<file path="config.mk">
export PLATFORM = sky130hd
export DESIGN_NAME = decode_issue_stage
export DESIGN_NICKNAME = d
export VERILOG_FILES = /design/src/rtl/riscv_isa_pkg.sv /design/src/rtl/rv32i_decoder.sv /design/src/rtl/decode_issue_stage.sv
export SDC_FILE = /design/constraint.sdc
export NUM_CORES = 1
export LEC_CHECK = 0
export CORE_ASPECT_RATIO = 1.4
export CORE_MARGIN = 3
export CORE_UTILIZATION = 25
export DETAILED_ROUTE_END_ITERATION = 10
export PLACE_DENSITY = 0.47
export SLEW_MARGIN = 20
export SYNTH_ARGS = -nofsm -noshare
export SYNTH_HDL_FRONTEND = slang
export SYNTH_HIERARCHICAL = 1
export SYNTH_SLANG_ARGS = --single-unit
</file>
<file path="constraint.sdc">
create_clock -name clk -period 3.4 [get_ports clk]
set_clock_uncertainty 0.05 [all_clocks]
set_input_delay 0.85 -clock clk [delete_from_list [all_inputs] [get_ports clk]]
set_output_delay 0.85 -clock clk [all_outputs]
set_load 0.02 [all_outputs]
</file>
<file path="src/rtl/riscv_isa_pkg.sv">
// riscv_isa_pkg
//   Shared RV32I definitions for the decode/issue slice: major opcode
//   constants, funct7 values, reference alu_op encodings, immediate-format
//   enum, skid-buffer occupancy states and the alu_op packing helper.
//   No ports (package).
package riscv_isa_pkg;

    localparam logic [6:0] TYPE_LUI    = 7'b0110111;
    localparam logic [6:0] TYPE_AUIPC  = 7'b0010111;
    localparam logic [6:0] TYPE_JAL    = 7'b1101111;
    localparam logic [6:0] TYPE_JALR   = 7'b1100111;
    localparam logic [6:0] TYPE_BRANCH = 7'b1100011;
    localparam logic [6:0] TYPE_LOAD   = 7'b0000011;
    localparam logic [6:0] TYPE_STORE  = 7'b0100011;
    localparam logic [6:0] TYPE_OP_IMM = 7'b0010011;
    localparam logic [6:0] TYPE_OP     = 7'b0110011;

    localparam logic [6:0] FUNCT7_BASE = 7'h00;
    localparam logic [6:0] FUNCT7_ALT  = 7'h20;

    localparam logic [15:0] ALU_OP_ADDI    = 16'h0013;
    localparam logic [15:0] ALU_OP_SUB     = 16'h8033;
    localparam logic [15:0] ALU_OP_SRAI    = 16'h8293;
    localparam logic [15:0] ALU_OP_LUI     = 16'h0037;
    localparam logic [15:0] ALU_OP_ILLEGAL = 16'h0000;

    typedef enum logic [2:0] {
        IMM_NONE,
        IMM_I,
        IMM_S,
        IMM_B,
        IMM_U,
        IMM_J,
        IMM_SHAMT
    } imm_type_e;

    // Number of entries held by the issue skid buffer.
    typedef enum logic [1:0] {
        SKID_EMPTY,
        SKID_ONE,
        SKID_TWO
    } skid_state_e;

    // Normalised ALU op: {funct7[5:0], funct3, opcode}.
    function automatic logic [15:0] pack_alu_op(input logic [5:0] f7,
                                                input logic [2:0] f3,
                                                input logic [6:0] opc);
        return {f7, f3, opc};
    endfunction

endpackage

</file>
<file path="src/rtl/rv32i_decoder.sv">
// rv32i_decoder
//   Purely combinational RV32I decoder: turns one instruction word plus its
//   PC and register read data into ALU op, operands and writeback control.
//   Ports:
//     instr     in   32  instruction word
//     pc        in   DW  PC of instr
//     rs1_data  in   DW  register file read data 1
//     rs2_data  in   DW  register file read data 2
//     alu_op    out  16  normalised op (0 when illegal)
//     alu_a     out  DW  operand A
//     alu_b     out  DW  operand B
//     rd_addr   out  5   destination register
//     rd_we     out  1   writeback enable
//     is_branch out  1   conditional branch
//     illegal   out  1   undecodable instruction
module rv32i_decoder
    import riscv_isa_pkg::*;
#(
    parameter int DATA_WIDTH = 32
) (
    input  logic [31:0]           instr,
    input  logic [DATA_WIDTH-1:0] pc,
    input  logic [DATA_WIDTH-1:0] rs1_data,
    input  logic [DATA_WIDTH-1:0] rs2_data,
    output logic [15:0]           alu_op,
    output logic [DATA_WIDTH-1:0] alu_a,
    output logic [DATA_WIDTH-1:0] alu_b,
    output logic [4:0]            rd_addr,
    output logic                  rd_we,
    output logic                  is_branch,
    output logic                  illegal
);

    logic [6:0] opcode;
    logic [2:0] funct3;
    logic [6:0] funct7;

    assign opcode  = instr[6:0];
    assign funct3  = instr[14:12];
    assign funct7  = instr[31:25];
    assign rd_addr = instr[11:7];

    logic signed [31:0] imm_i, imm_s, imm_b, imm_u, imm_j;

    assign imm_i = {{20{instr[31]}}, instr[31:20]};
    assign imm_s = {{20{instr[31]}}, instr[31:25], instr[11:7]};
    assign imm_b = {{19{instr[31]}}, instr[31], instr[7], instr[30:25], instr[11:8], 1'b0};
    assign imm_u = {instr[31:12], 12'b0};
    assign imm_j = {{11{instr[31]}}, instr[31], instr[19:12], instr[20], instr[30:21], 1'b0};

    // Sign-extends a 32-bit immediate to the datapath width.
    function automatic logic [DATA_WIDTH-1:0] sext(input logic signed [31:0] v);
        return DATA_WIDTH'(v);
    endfunction

    imm_type_e             imm_sel;
    logic [DATA_WIDTH-1:0] imm_ext;
    logic                  a_from_pc, a_zero, b_from_rs2;
    logic                  keep_f7, keep_f3, writes_rd, branch, bad;

    always_comb begin
        imm_sel    = IMM_NONE;
        a_from_pc  = 1'b0;
        a_zero     = 1'b0;
        b_from_rs2 = 1'b0;
        keep_f7    = 1'b0;
        keep_f3    = 1'b1;
        writes_rd  = 1'b1;
        branch     = 1'b0;
        bad        = 1'b0;
        case (opcode)
            TYPE_OP: begin
                b_from_rs2 = 1'b1;
                keep_f7    = 1'b1;
                if (funct7 != FUNCT7_BASE && funct7 != FUNCT7_ALT)
                    bad = 1'b1;
                else if (funct7 == FUNCT7_ALT && funct3 != 3'b000 && funct3 != 3'b101)
                    bad = 1'b1;
            end
            TYPE_OP_IMM: begin
                if (funct3 == 3'b001) begin
                    imm_sel = IMM_SHAMT;
                    bad     = (funct7 != FUNCT7_BASE);
                end else if (funct3 == 3'b101) begin
                    // SRLI/SRAI keep funct7 to distinguish logical/arithmetic.
                    imm_sel = IMM_SHAMT;
                    keep_f7 = 1'b1;
                    bad     = (funct7 != FUNCT7_BASE && funct7 != FUNCT7_ALT);
                end else begin
                    imm_sel = IMM_I;
                end
            end
            TYPE_LOAD:   imm_sel = IMM_I;
            TYPE_JALR: begin
                imm_sel = IMM_I;
                keep_f3 = 1'b0;
            end
            TYPE_STORE: begin
                imm_sel   = IMM_S;
                writes_rd = 1'b0;
            end
            TYPE_BRANCH: begin
                imm_sel   = IMM_B;
                a_from_pc = 1'b1;
                writes_rd = 1'b0;
                branch    = 1'b1;
            end
            TYPE_LUI: begin
                imm_sel = IMM_U;
                a_zero  = 1'b1;
                keep_f3 = 1'b0;
            end
            TYPE_AUIPC: begin
                imm_sel   = IMM_U;
                a_from_pc = 1'b1;
                keep_f3   = 1'b0;
            end
            TYPE_JAL: begin
                imm_sel   = IMM_J;
                a_from_pc = 1'b1;
                keep_f3   = 1'b0;
            end
            default: begin
                bad       = 1'b1;
                writes_rd = 1'b0;
            end
        endcase
    end

    always_comb begin
        case (imm_sel)
            IMM_I:     imm_ext = sext(imm_i);
            IMM_S:     imm_ext = sext(imm_s);
            IMM_B:     imm_ext = sext(imm_b);
            IMM_U:     imm_ext = sext(imm_u);
            IMM_J:     imm_ext = sext(imm_j);
            IMM_SHAMT: imm_ext = DATA_WIDTH'(instr[24:20]);
            default:   imm_ext = '0;
        endcase
    end

    assign alu_a     = a_zero ? '0 : (a_from_pc ? pc : rs1_data);
    assign alu_b     = b_from_rs2 ? rs2_data : imm_ext;
    assign alu_op    = bad ? ALU_OP_ILLEGAL
                           : pack_alu_op(keep_f7 ? funct7[5:0] : 6'b0,
                                         keep_f3 ? funct3 : 3'b0, opcode);
    assign rd_we     = writes_rd & ~bad & (rd_addr != 5'd0);
    assign is_branch = branch;
    assign illegal   = bad;

endmodule

</file>
<file path="src/rtl/decode_issue_stage.sv">
// decode_issue_stage
//   Decode/issue stage in front of the integer ALU. Decodes the offered
//   instruction at accept time and holds up to two decoded entries (main
//   output register + skid register) so stalls on either side never drop work.
//   Ports:
//     clk, reset            clock, synchronous active-high reset
//     in_valid/in_ready     fetch handshake; in_instr, in_pc payload
//     rs1_addr/rs2_addr     regfile read addresses (combinational)
//     rs1_data/rs2_data     same-cycle regfile read data
//     flush                 drop every held and offered instruction
//     out_valid/out_ready   execute handshake
//     alu_e, alu_op, alu_a, alu_b, cmp_a, cmp_b, rd_addr, rd_we,
//     is_branch, out_pc, illegal   issued instruction fields
module decode_issue_stage
    import riscv_isa_pkg::*;
#(
    parameter int DATA_WIDTH = 32
) (
    input  logic                  clk,
    input  logic                  reset,
    input  logic                  in_valid,
    output logic                  in_ready,
    input  logic [31:0]           in_instr,
    input  logic [DATA_WIDTH-1:0] in_pc,
    output logic [4:0]            rs1_addr,
    output logic [4:0]            rs2_addr,
    input  logic [DATA_WIDTH-1:0] rs1_data,
    input  logic [DATA_WIDTH-1:0] rs2_data,
    input  logic                  flush,
    output logic                  out_valid,
    input  logic                  out_ready,
    output logic                  alu_e,
    output logic [15:0]           alu_op,
    output logic [DATA_WIDTH-1:0] alu_a,
    output logic [DATA_WIDTH-1:0] alu_b,
    output logic [DATA_WIDTH-1:0] cmp_a,
    output logic [DATA_WIDTH-1:0] cmp_b,
    output logic [4:0]            rd_addr,
    output logic                  rd_we,
    output logic                  is_branch,
    output logic [DATA_WIDTH-1:0] out_pc,
    output logic                  illegal
);

    typedef struct packed {
        logic [15:0]           alu_op;
        logic [DATA_WIDTH-1:0] alu_a;
        logic [DATA_WIDTH-1:0] alu_b;
        logic [DATA_WIDTH-1:0] cmp_a;
        logic [DATA_WIDTH-1:0] cmp_b;
        logic [DATA_WIDTH-1:0] pc;
        logic [4:0]            rd_addr;
        logic                  rd_we;
        logic                  is_branch;
        logic                  illegal;
    } entry_t;

    assign rs1_addr = in_instr[19:15];
    assign rs2_addr = in_instr[24:20];

    logic [15:0]           d_alu_op;
    logic [DATA_WIDTH-1:0] d_alu_a, d_alu_b;
    logic [4:0]            d_rd_addr;
    logic                  d_rd_we, d_is_branch, d_illegal;

    rv32i_decoder #(.DATA_WIDTH(DATA_WIDTH)) u_decoder (
        .instr     (in_instr),
        .pc        (in_pc),
        .rs1_data  (rs1_data),
        .rs2_data  (rs2_data),
        .alu_op    (d_alu_op),
        .alu_a     (d_alu_a),
        .alu_b     (d_alu_b),
        .rd_addr   (d_rd_addr),
        .rd_we     (d_rd_we),
        .is_branch (d_is_branch),
        .illegal   (d_illegal)
    );

    entry_t dec_p0;

    always_comb begin
        dec_p0           = '0;
        dec_p0.alu_op    = d_alu_op;
        dec_p0.alu_a     = d_alu_a;
        dec_p0.alu_b     = d_alu_b;
        dec_p0.cmp_a     = rs1_data;
        dec_p0.cmp_b     = rs2_data;
        dec_p0.pc        = in_pc;
        dec_p0.rd_addr   = d_rd_addr;
        dec_p0.rd_we     = d_rd_we;
        dec_p0.is_branch = d_is_branch;
        dec_p0.illegal   = d_illegal;
    end

    // ---- p0 -> p1: skid buffer (main_p1 drives outputs, skid_p1 holds overflow)
    skid_state_e state;
    entry_t      main_p1, skid_p1;
    logic        accept, issue;

    assign in_ready  = ~reset & (state != SKID_TWO);
    assign out_valid = (state != SKID_EMPTY);
    assign accept    = in_valid & in_ready;
    assign issue     = out_valid & out_ready;

    always_ff @(posedge clk) begin
        if (reset) begin
            state   <= SKID_EMPTY;
            main_p1 <= '0;
            skid_p1 <= '0;
        end else if (flush) begin
            // Flush outranks both handshakes; the offered instruction is dropped.
            state <= SKID_EMPTY;
        end else begin
            case (state)
                SKID_EMPTY: begin
                    if (accept) begin
                        main_p1 <= dec_p0;
                        state   <= SKID_ONE;
                    end
                end
                SKID_ONE: begin
                    if (accept && !issue) begin
                        skid_p1 <= dec_p0;
                        state   <= SKID_TWO;
                    end else if (accept && issue) begin
                        main_p1 <= dec_p0;
                    end else if (issue) begin
                        state <= SKID_EMPTY;
                    end
                end
                SKID_TWO: begin
                    if (issue) begin
                        main_p1 <= skid_p1;
                        state   <= SKID_ONE;
                    end
                end
                default: state <= SKID_EMPTY;
            endcase
        end
    end

    assign alu_e     = out_valid & ~main_p1.illegal;
    assign alu_op    = main_p1.alu_op;
    assign alu_a     = main_p1.alu_a;
    assign alu_b     = main_p1.alu_b;
    assign cmp_a     = main_p1.cmp_a;
    assign cmp_b     = main_p1.cmp_b;
    assign rd_addr   = main_p1.rd_addr;
    assign rd_we     = main_p1.rd_we;
    assign is_branch = main_p1.is_branch;
    assign out_pc    = main_p1.pc;
    assign illegal   = main_p1.illegal;

endmodule

</file>
After elaboration in Yosys (flattened, before gate mapping)
Cells that the tools add are included.
Widths: inputs -> output; s select.

word-level totals
  register bits after elaboration = 370
  input port bits = 133
  output and inout bits = 197

operators by class
  reductions and logical operators = 22
  bitwise logic cells = 10
  equal/unequal tests = 29
  mux-type cells = 34

operators by type and width
  operator            number
  $mux 184            4
  $pmux 184 s3        1
  $pmux 32 s6         1
  $mux 32             3
  $eq 7x6->1 const B  4
  $eq 7x7->1 const B  3
  $pmux 3 s6          1
  $mux 16             1
  $eq 7x5->1 const B  2
  $reduce_or 7->1     2
  $eq 3x3->1 const B  4
  $mux 1              11
  $mux 2              5
  $ne 2x2->1 const B  5
  $mux 3              3
  $ne 3x3->1 const B  3
  $eq 7x2->1 const B  1
  $ne 7x6->1 const B  1
  $reduce_bool 7->1   1
  $and 1x1->1         6
  $eq 3x1->1 const B  2
  $eq 3x2->1 const B  2
  $mux 6              1
  $pmux 2 s3          1
  17 further kinds    27

Depth between registers and ports, before layout
  depth after elaboration = 12
  depth in mapped cells = 9

Hierarchy
Netlist, hierarchy kept.

by module, submodules not included
  module              cells an instance  area an instance (um^2)  instances  sequential area each (um^2)
  decode_issue_stage  1752               16620.9                  1          7407.1
  rv32i_decoder       288                1717.9                   1          0.0

Worst setup path before layout
Ideal clock, no wire load.

  path type = input to register
  start = input port in_instr[28]
  end = register main_p1 (netlist bit alu_op[15])
  setup time = 81 ps
  path buffers = 0
  data required time = 3269 ps
  arrival = 2453 ps
  setup slack = 815 ps
  stages = 6
  cell sequence = or4_1 -> nor3_1 -> nor3_1 -> nor4_1 -> mux2i_1 -> a211oi_2

on the way
  longest elaborated chain between the ends = 10

RTL lines
  element                          RTL line                   source
  start: declaration               decode_issue_stage.sv:23   input logic [31:0] in_instr,
  $eq 7x6->1                       rv32i_decoder.sv:77        else if (funct7 == FUNCT7_ALT && funct3 != 3'b000 && funct3 != 3'b101)
  $logic_and 1x1->1 (2 in series)  rv32i_decoder.sv:77
  $mux 1                           rv32i_decoder.sv:77
  $mux 1                           rv32i_decoder.sv:75        if (funct7 != FUNCT7_BASE && funct7 != FUNCT7_ALT)
  $pmux 1 s3 *                     rv32i_decoder.sv:71        case (opcode)
  $mux 16 *                        rv32i_decoder.sv:144       assign alu_op = bad ? ALU_OP_ILLEGAL
  net d_alu_op[15]                 decode_issue_stage.sv:61   logic [15:0] d_alu_op;
  $mux 184                         decode_issue_stage.sv:126  end else if (accept && issue) begin
  $mux 184                         decode_issue_stage.sv:123  if (accept && !issue) begin
  $pmux 184 s3 *                   decode_issue_stage.sv:115  case (state)
  end signal: assignment           decode_issue_stage.sv:118  main_p1 <= dec_p0;
  end signal: assignment           decode_issue_stage.sv:127  main_p1 <= dec_p0;
  end signal: assignment           decode_issue_stage.sv:134  main_p1 <= skid_p1;
  end: declaration                 decode_issue_stage.sv:98   entry_t main_p1, skid_p1;

Mark *: on every way through the listed nets, which the timed path passes. The rest lies on a longest branch. The select of a mux whose other input is x is not followed.
A chain may end at the register's enable or synchronous reset.

Final worst setup path
  start = register state[0]
  end = output port in_ready

on the way
  longest elaborated chain between the ends = 2

RTL lines
  element                   RTL line                   source
  start: declaration        decode_issue_stage.sv:97   skid_state_e state;
  start signal: assignment  decode_issue_stage.sv:108  state <= SKID_EMPTY;
  start signal: assignment  decode_issue_stage.sv:113  state <= SKID_EMPTY;
  start signal: assignment  decode_issue_stage.sv:119  state <= SKID_ONE;
  $ne 2x2->1                decode_issue_stage.sv:101  assign in_ready = ~reset & (state != SKID_TWO);
  $and 1x1->1               decode_issue_stage.sv:101
  end: declaration          decode_issue_stage.sv:22   output logic in_ready,

Every way passes these cells.

==> results.toml <==
[run_status]
status = "complete, no violations"

[timing]
layout_setup_ws_ns = 0.259
fmax_ghz = 0.318
slew_violations = 0
rsz0062_at_grt = "no"
finalCritPeriodShare = 0.924
hold_viol_final = 0
setup_viol = 0
worstMarginPinSlew_ns = 0.898
whs_ns = 0.422
relSlewSlack = 0.401
fin_crit_ns = 3.14
finalSetupTns_ns = 0

[synth]
ys_ff_latch = 370
synthArstFlopShare = 0
yosys.area.top_type = "dfxtp_1"
synth_common_cells = "dfxtp_1 (370), o21ai_0 (230), a21oi_1 (222)"
synth_area_per_cell_sq_um = 8.99
ys_top_cells_by_area = "dfxtp_1 (40%), mux2i_1 (10%), a311oi_1 (8.8%)"
yosysWarnings = 6
syn_area_sq_um = 18300
synth-simple-area-share = 0.0895
synth-edff-count = 0
yosysMostFrequentCell = "dfxtp_1"
synth_top_family_by_area = "compound AO/OA/AOI/OAI gates"
synth.mux.area_fraction = 0.102
yosysSeqAreaShare = 0.404
synth_fa_ha_area_frac = 0
synth_top_area_frac = 0.404
netlist_instances = 2040
synthFlopType = "dfxtp_1"
synthXorXnorAreaFrac = 0.000478
synth_compound_area_frac = 0.327
synthDistinctLibCells = 63

[critical_path]
critPathBufInv = 1
crit_start = "state[0]"
cp-end-kind = "primary output"
r2r_slack_ns = 0.48
critical-path-max-stage-delay_ns = 0.64
r2r_start = "state[0]"
criticalPathCategory = "flip-flop to primary output"
worstPathArrival_ns = 2.24
worst-path-max-fanout = 9
worst_path_max_delay_cell = "clkdlybuf4s50_1"
crit_chain = "nand2b_4, nor2b_1, clkdlybuf4s50_1"
cp_top_family = "buffers and inverters"
startpoint_type = "flip-flop"
critPathRequiredTime_ns = 2.50

[placement]
numPortBuffers = 329
hpwl_mm = 49.1
gp_congestion = 0.799
dp_slack_ns = -0.183
placed_area_sq_um = 22600

[cells_and_area]
fin_area_sq_um = 23900
fin_nets = 2333
nFillCells = 7343
area_delta_synth_final_pct = 30.5
drive_above_1_share = 0.102

[global_routing]
antenna_found_initial = 7
grtUsageMet1 = 0.240
grt_pass1_wl_mm = 119
track_usage = 0.197
grt-ovfl-total = 0
grt_busiest_layer = "met2"
use_met3 = 0.0357
grt_start_max_net_pins = 160
first_global_vias = 17900
grt_use_met2 = 0.348

[clock_network]
cts_hold_buf = 0
cts_buffers = 42
cts_resized = 0
tritoncts = "yes"
path_clk_slew_ns = 0.07
cts_root_buffer = "clkbuf_16"
cts_setup_buffers = 0
clock_path_buffers = 3
cts_htree_levels = 2
clk_latency_ns = 0.59
clock_sinks = 370

[floorplanning]
die_h_um = 326
rows = 116
coreArea_sq_um = 72100
die-area_sq_um = 76700
die_x_um = 235
io_pins = 330
initial_utilization = 0.254

[detailed_routing]
wl_per_cell_um = 24.9
drt_iter0_markers = 1422
post-route-drc-count = 0
antenna_left = 0
vias_per_cell = 5.60
vias = 17800
routed_wirelength_mm = 79.2
firstDrtPassIters = 5

[pwr]
p_leak_uw = 0.00864
ir_drop_mv = 0.286
power_density_nw_per_um2 = 449
power.total_uw = 10800

[min_path]
min_path_type = "flip-flop to flip-flop"
min_from = "skid_p1[18]"

[run]
cap_violations = 0
layout make-up:
class                           instances  area, sq um  share of cell area
Timing Repair Buffer                  410         4340               0.181
Inverter                                4         15.0            0.000627
Multi-Input combinational cell       1372         9630               0.402
Tap cell                              944         1180              0.0494
Clock inverter                          8         71.3             0.00298
Antenna cell                            7         17.5            0.000732
Sequential cell                       370         7410               0.310
Clock buffer                           63         1270              0.0531
metrics by stage:
stage / cells / utilization
after floorplan: 2044 / -
after global placement: 3100 / 0.313
after detailed placement: 3100 / 0.313
after CTS: 3171 / 0.332
after global routing: 3174 / 0.332
final: 3178 / 0.332
sequential cells by signal (all words and copies together) (netlist names), 5 cells and up:
name,flops
rd_addr,5
cmp_b,32
alu_a,32
alu_op,16
skid_p1,184
cmp_a,32
out_pc,32
alu_b,32
report_power, final:
| group | internal (uW) | total (uW) | switching (uW) |
|---|---|---|---|
| Combinational | 649 | 1610 | 965 |
| Sequential | 4460 | 4550 | 91.4 |
| Clock | 2640 | 4590 | 1950 |
path summary, 6_finish.rpt:
| check | endpoint | cells past startpoint |
|---|---|---|
| worst max register to register | alu_op[3] | 5 |
| worst min-delay path | skid_p1[18] | 2 |
| worst min register to register | skid_p1[18] | 2 |
| worst max-delay path | in_ready | 3 |
worst reg2reg max path: cells and delay by family (launching register included):
kind	cells	cell delay [ns]
mux	1	0.64
compound gates	1	0.12
simple gates	1	0.26
buf+inv	2	1.07
flops	1	0.62
cells by family (layout without fill, tap and decap cells):
family,after synthesis,count (layout)
flops,370,370
mux,186,186
simple gates,306,306
xor+xnor,1,1
compound gates,874,874
buf+inv,302,485
other cells,1,12
layer usage:
layer | wire, um | share of wire
met5 | 27 | 0.00034
met4 | 2350 | 0.030
met3 | 4390 | 0.055
met2 | 39900 | 0.50
met1 | 32600 | 0.41
layout by cell type (no fill, tap or decap), types with 43 or more instances in the layout:
cell type and count:
a211oi_1 133, a211oi_2 52, a21oi_1 222, a311oi_1 184, buf_4 48, clkbuf_16 43
clkdlybuf4s50_1 326, dfxtp_1 370, mux2i_1 185, nand3_1 218, o21ai_0 230
Power figures use the tool's default switching activity.
